### src/rtl/templ_writer.sv
// Captures a 64x64 binarized template from the camera stream, packs it into 16-bit words
// and writes the 256 words to SRAM through a small buffer drained by the arbiter grant.
module templ_writer #(
    parameter logic [19:0] TEMPL_BASE = 20'h40000,
    parameter int          FIFO_DEPTH = 4
) (
    input  logic        clk,
    input  logic        rst_n,
    input  logic        start,
    input  logic [9:0]  win_x,
    input  logic [8:0]  win_y,
    input  logic        sof,
    input  logic        pix_valid,
    input  logic [9:0]  pix_x,
    input  logic [8:0]  pix_y,
    input  logic        pix_bit,
    output logic [19:0] mem_addr,
    output logic [15:0] mem_wdata,
    output logic        mem_we,
    input  logic        mem_gnt,
    output logic        busy,
    output logic        done,
    output logic        ovf,
    output logic        err
);
    localparam int PTR_W = (FIFO_DEPTH > 1) ? $clog2(FIFO_DEPTH) : 1;
    localparam int CNT_W = $clog2(FIFO_DEPTH + 1);

    typedef enum logic [1:0] {IDLE, WAIT_SOF, CAPTURE, FLUSH} state_t;
    state_t state, state_nxt;

    logic [9:0]       win_x_q;
    logic [8:0]       win_y_q;
    logic [3:0]       pix_cnt;
    logic [8:0]       word_cnt;
    logic [15:0]      word_acc;
    logic [15:0]      word_new;
    logic             push_vld_p1;
    logic [15:0]      push_word_p1;
    logic [7:0]       push_idx_p1;
    logic [15:0]      fifo_word [FIFO_DEPTH];
    logic [7:0]       fifo_idx  [FIFO_DEPTH];
    logic [PTR_W-1:0] wr_ptr, rd_ptr;
    logic [CNT_W-1:0] fifo_cnt;

    logic       start_ok, bad_win, in_win, take, word_done, last_word;
    logic       fifo_empty, fifo_full, pop, push_ok, push_drop, flush_done;
    logic [9:0] rel_x;
    logic [8:0] rel_y;

    function automatic logic [PTR_W-1:0] ptr_inc(input logic [PTR_W-1:0] p);
        return (p == PTR_W'(FIFO_DEPTH - 1)) ? '0 : p + PTR_W'(1);
    endfunction

    assign start_ok  = start && (state == IDLE);
    assign bad_win   = (win_x > 10'd576) || (win_y > 9'd416);
    assign rel_x     = pix_x - win_x_q;
    assign rel_y     = pix_y - win_y_q;
    assign in_win    = pix_valid && (pix_x >= win_x_q) && (rel_x < 10'd64)
                                 && (pix_y >= win_y_q) && (rel_y < 9'd64);
    assign take      = (state == CAPTURE) && in_win;
    assign word_done = take && (pix_cnt == 4'd15);
    assign last_word = word_done && (word_cnt == 9'd255);

    assign fifo_empty = (fifo_cnt == '0);
    assign fifo_full  = (fifo_cnt == CNT_W'(FIFO_DEPTH));
    assign pop        = !fifo_empty && mem_gnt;
    assign push_ok    = push_vld_p1 && (!fifo_full || pop);
    assign push_drop  = push_vld_p1 && fifo_full && !pop;
    assign flush_done = (state == FLUSH) && fifo_empty && !push_vld_p1;

    assign busy      = (state != IDLE);
    assign mem_we    = !fifo_empty;
    assign mem_wdata = mem_we ? fifo_word[rd_ptr] : '0;
    assign mem_addr  = mem_we ? TEMPL_BASE + {12'd0, fifo_idx[rd_ptr]} : '0;

    always_ff @(posedge clk or negedge rst_n) begin
        if (!rst_n) state <= IDLE;
        else        state <= state_nxt;
    end

    always_comb begin
        state_nxt = state;
        case (state)
            IDLE:     if (start_ok && !bad_win) state_nxt = WAIT_SOF;
            WAIT_SOF: if (sof)                  state_nxt = CAPTURE;
            CAPTURE:  if (last_word)            state_nxt = FLUSH;
            FLUSH:    if (flush_done)           state_nxt = IDLE;
            default:                            state_nxt = IDLE;
        endcase
    end

    always_comb begin
        word_new = word_acc;
        word_new[rel_x[3:0]] = pix_bit;
    end

    // p0: pixel accumulation, window latch and word counting
    always_ff @(posedge clk or negedge rst_n) begin
        if (!rst_n) begin
            win_x_q     <= '0;
            win_y_q     <= '0;
            pix_cnt     <= '0;
            word_cnt    <= '0;
            push_vld_p1 <= 1'b0;
            wr_ptr      <= '0;
            rd_ptr      <= '0;
            fifo_cnt    <= '0;
            ovf         <= 1'b0;
            err         <= 1'b0;
            done        <= 1'b0;
        end else begin
            done        <= flush_done;
            push_vld_p1 <= word_done;
            if (start_ok) begin
                win_x_q  <= win_x;
                win_y_q  <= win_y;
                pix_cnt  <= '0;
                word_cnt <= '0;
                ovf      <= 1'b0;
                err      <= bad_win;
            end else if (take) begin
                pix_cnt <= pix_cnt + 4'd1;
                if (word_done) word_cnt <= word_cnt + 9'd1;
            end
            if (push_drop) ovf <= 1'b1;
            if (push_ok)   wr_ptr <= ptr_inc(wr_ptr);
            if (pop)       rd_ptr <= ptr_inc(rd_ptr);
            case ({push_ok, pop})
                2'b10:   fifo_cnt <= fifo_cnt + CNT_W'(1);
                2'b01:   fifo_cnt <= fifo_cnt - CNT_W'(1);
                default: fifo_cnt <= fifo_cnt;
            endcase
        end
    end

    // p1: completed word staged for the buffer, then buffer storage
    always_ff @(posedge clk) begin
        if (start_ok) begin
            word_acc <= '0;
        end else if (take) begin
            word_acc <= word_done ? 16'd0 : word_new;
        end
        if (word_done) begin
            push_word_p1 <= word_new;
            push_idx_p1  <= {rel_y[5:0], rel_x[5:4]};
        end
        if (push_ok) begin
            fifo_word[wr_ptr] <= push_word_p1;
            fifo_idx[wr_ptr]  <= push_idx_p1;
        end
    end
endmodule

### config.mk
export PLATFORM = sky130hd
export DESIGN_NAME = templ_writer
export DESIGN_NICKNAME = d
export VERILOG_FILES = /design/src/rtl/templ_writer.sv
export SDC_FILE = /design/constraint.sdc
export NUM_CORES = 1
export LEC_CHECK = 0
export ABC_CLOCK_PERIOD_IN_PS = 8200
export BUFFER_PORTS_ARGS = -buffer_cell sky130_fd_sc_hd__buf_2
export CORE_MARGIN = 1.5
export CORE_UTILIZATION = 55
export DETAILED_ROUTE_END_ITERATION = 8
export PLACE_DENSITY = 0.74
export SKIP_LAST_GASP = 1
export SLEW_MARGIN = 20
export SYNTH_ARGS = -nofsm -noshare
export SYNTH_HDL_FRONTEND = slang
export SYNTH_SLANG_ARGS = --single-unit
### constraint.sdc
create_clock -name clk -period 8.2 [get_ports clk]
set_input_delay 2.46 -clock clk [delete_from_list [all_inputs] [get_ports clk]]
set_output_delay 2.46 -clock clk [all_outputs]
set_load 0.01 [all_outputs]
* Word-level counts from Yosys, hierarchy flattened
Memory sizes are Yosys's and may differ from the RTL's.
Cells that the tools add are included.
** Operators by class
- Add/subtract/negate cells :: 9
- Magnitude comparators :: 8
- Eq/ne operators :: 14
- Muxes and demuxes :: 23
- Reductions and logical operators :: 32
** Operator list (number)
- $mux W16 :: 2
- $mux W9 :: 3
- $add A19 B8 Y20 const A :: 1
- $mux W20 :: 1
- $bwmux W16 :: 1
- $logic_and A1 B1 Y1 :: 16
- $mux W2 :: 6
- $eq A2 B2 Y1 const B :: 5
- $ge A10 B10 Y1 :: 1
- $gt A10 B10 Y1 const B :: 1
- $lt A10 B7 Y1 const B :: 1
- $reduce_bool A2 Y1 :: 5
- $sub A10 B10 Y10 :: 1
- $add A9 B1 Y9 const B :: 1
- $eq A9 B8 Y1 const B :: 1
- $ge A9 B9 Y1 :: 1
- $gt A9 B9 Y1 const B :: 1
- $lt A9 B7 Y1 const B :: 1
- $sub A9 B9 Y9 :: 1
- $mux W4 :: 2
- $pmux W2 S4 :: 1
- $ne A2 B2 Y1 const B :: 3
- $pmux W3 S2 :: 1
- $logic_not A1 Y1 :: 5
- 17 further kinds :: 24
** Word-level totals
- Bits in registers :: 85
- Memory bits (writable) :: 96
- Bits of input ports :: 45
- Output and inout port bits :: 41
- Logic and storage cells :: 103
- Memories :: 2
** Memory list
- fifo_word :: words 4, bits a word 16, read ports 1, clocked after Yosys merged registers in 0, write ports 1, line 41 : logic [15:0] fifo_word [FIFO_DEPTH];
- fifo_idx :: words 4, bits a word 8, read ports 1, clocked after Yosys merged registers in 0, write ports 1, line 42 : logic [7:0] fifo_idx [FIFO_DEPTH];

* Depth between registers and ports, before layout
- Depth after elaboration :: 10
- Mapped depth :: 11
- Depth with buffers taken out :: 10

* Worst setup path before layout
Ideal clock, no wire load.
- Path type :: input to register
- From :: in pix_y[0]
- To :: reg push_idx_p1[0], enable pin
- Library setup time :: 0.468 ns
- Arrival time :: 6.862 ns
- Required time :: 7.732 ns
- Path slack :: 0.869 ns
- Stages on the path :: 9
- Path buffers :: 0
- Cell sequence :: inv_1 ha_1 fa_1 nor2b_4 o31a_4 o41ai_2 mux2i_1 or4_2 nor4_1
** Between the ends
- Word-level cells in the longest chain between the ends :: 5
- Elaborated cells on any way between the ends :: 7
- Those cells by class :: add/sub (1); order compare (2); reduce/logical (4)
** Ends and longest elaborated chain
- start: declaration :: line 15 : input logic [8:0] pix_y,
- $sub A9 B9 Y9 / $ge A9 B9 Y1 (equally long branches) :: line 58, 60
- $lt A9 B7 Y1 / $logic_and A1 B1 Y1 (equally long branches) :: line 60 : && (pix_y >= win_y_q) && (rel_y < 9'd64);
- $logic_and A1 B1 Y1 * :: line 60
- $logic_and A1 B1 Y1 * :: line 61 : assign take = (state == CAPTURE) && in_win;
- $logic_and A1 B1 Y1 * :: line 62 : assign word_done = take && (pix_cnt == 4'd15);
- net word_done :: line 46 : logic start_ok, bad_win, in_win, take, word_done, last_word;
- end signal: assignment :: line 146 : push_idx_p1 <= {rel_y[5:0], rel_x[5:4]};
- end: declaration :: line 40 : logic [7:0] push_idx_p1;
Mark *: on every way through the listed nets, which the timed path passes. The rest lies on a longest branch.
A chain may end at the register's enable or synchronous reset.

* Final worst setup path
- From :: in pix_y[0]
- To :: reg push_word_p1[8], enable pin
** Between the ends
- Word-level cells in the longest chain between the ends :: 5
- Elaborated cells on any way between the ends :: 7
- Those cells by class :: add/sub (1); order compare (2); reduce/logical (4)
** Ends and longest elaborated chain
- $sub A9 B9 Y9 / $ge A9 B9 Y1 (equally long branches) :: line 58, 60
- $lt A9 B7 Y1 / $logic_and A1 B1 Y1 (equally long branches) :: line 60
- $logic_and A1 B1 Y1 * :: line 60
- $logic_and A1 B1 Y1 * :: line 61
- $logic_and A1 B1 Y1 * :: line 62
- net word_done :: line 46
- end signal: assignment :: line 145 : push_word_p1 <= word_new;
- end: declaration :: line 39 : logic [15:0] push_word_p1;
Marked as above.

==> results.md <==
- Residual DRC count: 0
- CP startpoint kind: input pin
- Initial core utilization: 56.3%
- Layout cells sized above 1: 21.2%
- # rows: 45
- Static Leak: 4.20 nW
- Final setup vio count: 0
- Die X: 128 microns
- Root Buffer: clkbuf_16
- Post-synth EDFFs: 120
- Largest cells by area after synthesis: edfxtp_1 (42%), dfrtp_1 (13%), mux4_2 (6.3%), ha_1 (4.8%), dfxtp_1 (3.7%)
- DR iter-0 viols: 370
- Mapped Area: 0.00855 sq mm
- Inserted Diodes: 0
- PD cells: 189 mW/mm^2
- Worst slew pin tran: 0.918 ns
- Routed vias/inst: 5.69
- DR WL/cell: 17.2 microns
- Final core area utilization: a little under two thirds
- Synth area leader: edfxtp_1
- Clock-pin slew on the worst setup and hold paths: roughly 0.060 ns
- Final Cell Area: 0.00970 sq mm
- I/O pin cnt: 86
- Worst-path maximum fanout: 25
- CTS buffer count: 17
- Worst Path Arrival: roughly 5.3 ns
- Number of max-cap violations: 0
- Yosys warning total: 0
- Final slew viol count: 0
- Top FF cell, synth: edfxtp_1
- CTS Buffer Depth: 2
- Post-cts sizing count: 0
- GR Util All Layers: 21.5%
- FFs w/ async S/R, synth: 24.9%
- GRT overflow: 0
- Synthesis-to-finish area growth: 13.4%
- Vias in the first global route: 5,494
- Avg Inst Size Synth: roughly 13 sq um
- Sequential cell area fraction in the yosys report: 59.0%
- Cell count after synthesis: 647
- Min cycle time layout: 5.17 ns
- Post-CTS setup buffer count: 0
- Htree depth: 4
- Via count: 5,281
- Number of I/O port buffers: 74
- CP Data Required Time: 8.30 ns
- CTS Sinks: 181
- Worst hold path type: flip-flop to flip-flop
- Distinct cells, synth: 71
- Most frequent cell after synthesis: edfxtp_1
- Latest clock arrival within the worst-skew pair: 0.43 ns
- TritonCTS clock tree: built
- Final instance count without filler cells: 928
- CORE AREA: 0.0152 sq mm
- Period Utilization, post-route: 63.0%
- Die ar.: roughly 0.016 sq mm
- TritonRoute pass-1 iters: 5
- Setup TNS: 0 ns
- Unrepaired setup endpoints after global routing: no
- Pin count of the biggest net entering global routing: 46
- Yosys top cell area share: 42.1%
- Fmax: around 190 MHz
- Max-slew headroom: 38.3%
- First-pass GRT wire length: around 27 mm
- WL final: 16.0 mm
- Clock Skew: 0.00828 ns
- Nets@finish: 808
- RD Place Congestion: roughly 0.91
- Initial antenna violation count: 0
- Placed insts: ~900
- Cell Area, Placed: 0.00909 sq mm
- Worst setup EP type: flip-flop
- Antenna Nets Post-Route: 0
- Detailed Place HPWL: between 10 and 15 mm
- Peak VDD IR: 0.000138 V
- Die Y: 128 microns
- Register bit total from synthesis: 181
- Crit path kind: input pin to flip-flop
- Commonest cells post-synth: edfxtp_1 (120), inv_1 (52), dfrtp_1 (45)
- Hold Buf Count CTS: 0
- Final Hold Vio Count: 0
- Status: finished clean
[logic make-up after synthesis]
logic type               after synthesis  synth area share, %
other                                  1               0.0438
AO/OA/AOI/OAI                        103                 8.57
adder cells (fa/ha/maj)               36                 5.53
AND/OR/NAND/NOR                      181                 12.0
flip-flops                           181                 59.0
XOR/XNOR                              12                 1.23
multiplexers                          48                 9.16
buffers and inverters                 85                 4.40
[flip-flops by register name (all words and copies together) (netlist names), 4 cells and up]
| signal | cells |
|---|---|
| fifo_idx | 32 |
| fifo_word | 64 |
| pix_cnt | 4 |
| push_idx_p1 | 8 |
| push_word_p1 | 16 |
| win_x_q | 10 |
| win_y_q | 9 |
| word_acc | 16 |
| word_cnt | 9 |
[cell usage in the layout (no fill, tap or decap), types with 6 or more instances in the layout]
cell,Yosys,layout
a21oi_1,15,14
and2_1,29,29
and3_1,6,6
buf_2,4,73
buf_4,12,10
clkbuf_16,0,17
conb_1,1,11
dfrtp_1,45,45
dfxtp_1,16,16
edfxtp_1,120,120
ha_1,33,33
inv_1,52,52
mux2i_1,22,22
mux4_2,24,24
nand2_1,44,44
nand2b_1,11,11
nand3_1,10,10
nor2_1,14,14
nor2b_1,9,9
nor3_1,16,16
o21ai_0,34,34
o2bb2ai_1,16,16
or3_1,8,8
xnor2_1,8,8
[metrics by stage]
| step | setup slack [ns] | total power, mW | hold slack, ns |
|---|---|---|---|
| final | 3.03 | 1.84 | 0.462 |
| after global routing | 2.83 | 1.89 | 0.488 |
| after CTS | 3.03 | 1.85 | 0.466 |
| after detailed placement | 2.57 | 1.05 | 0.450 |
| after global placement | 2.64 | 1.04 | 0.443 |
| after floorplan | 0.869 | 1.02 | 0.432 |
[layer usage]
layer	wire [microns]	GRT usage (%)	part of all wire (%)
met2	7980	36.3	50
met4	366	9.45	2.3
met3	632	4.42	4.0
met5	0	0	0
met1	7020	27.2	44
[final timing paths]
path,from,endpoint,slack (ns),depth (start not counted)
worst max-delay path,pix_y[0],push_word_p1[8]$_DFFE_PN_,3.03,11
worst min-delay path,word_acc[12]$_SDFFE_PP0P_,word_acc[12]$_SDFFE_PP0P_,0.46,1
worst max register to register,win_y_q[0]$_DFFE_PN0P_,push_word_p1[8]$_DFFE_PN_,4.81,9
worst min register to register,word_acc[12]$_SDFFE_PP0P_,word_acc[12]$_SDFFE_PP0P_,0.46,1
max in group asynchronous,rst_n,pix_cnt[1]$_DFFE_PN0P_,5.76,1
min in group asynchronous,rst_n,state[1]$_DFFE_PN0P_,2.03,1
[cell type report]
| type | count | area (sq um) |
|---|---|---|
| Timing Repair Buffer | 84 | 455 |
| Sequential cell | 181 | 5050 |
| Inverter | 52 | 195 |
| Fill cell | 1149 | 5500 |
| Tap cell | 188 | 235 |
| Clock inverter | 14 | 159 |
| Multi-Input combinational cell | 391 | 3180 |
| Clock buffer | 18 | 429 |
[critical path, cell delays in order]
cell	delay (ns)
buf_2	0.10
inv_1	0.04
ha_1	0.18
fa_1	0.28
nor2b_4	0.06
o31a_4	0.30
o41ai_2	0.31
mux2i_1	0.21
or4_2	0.69
nor4_2	0.26
buf_4	0.37
[report_power, final]
group | switching [mW] | total, mW | leakage, nW | internal (mW)
clock | 0.334 | 0.809 | 0.275 | 0.475
combinational | 0.0380 | 0.0627 | 2.01 | 0.0246
sequential | 0.000000000637 | 0.965 | 1.91 | 0.965
Note: power is estimated with default switching activity, not from simulation.
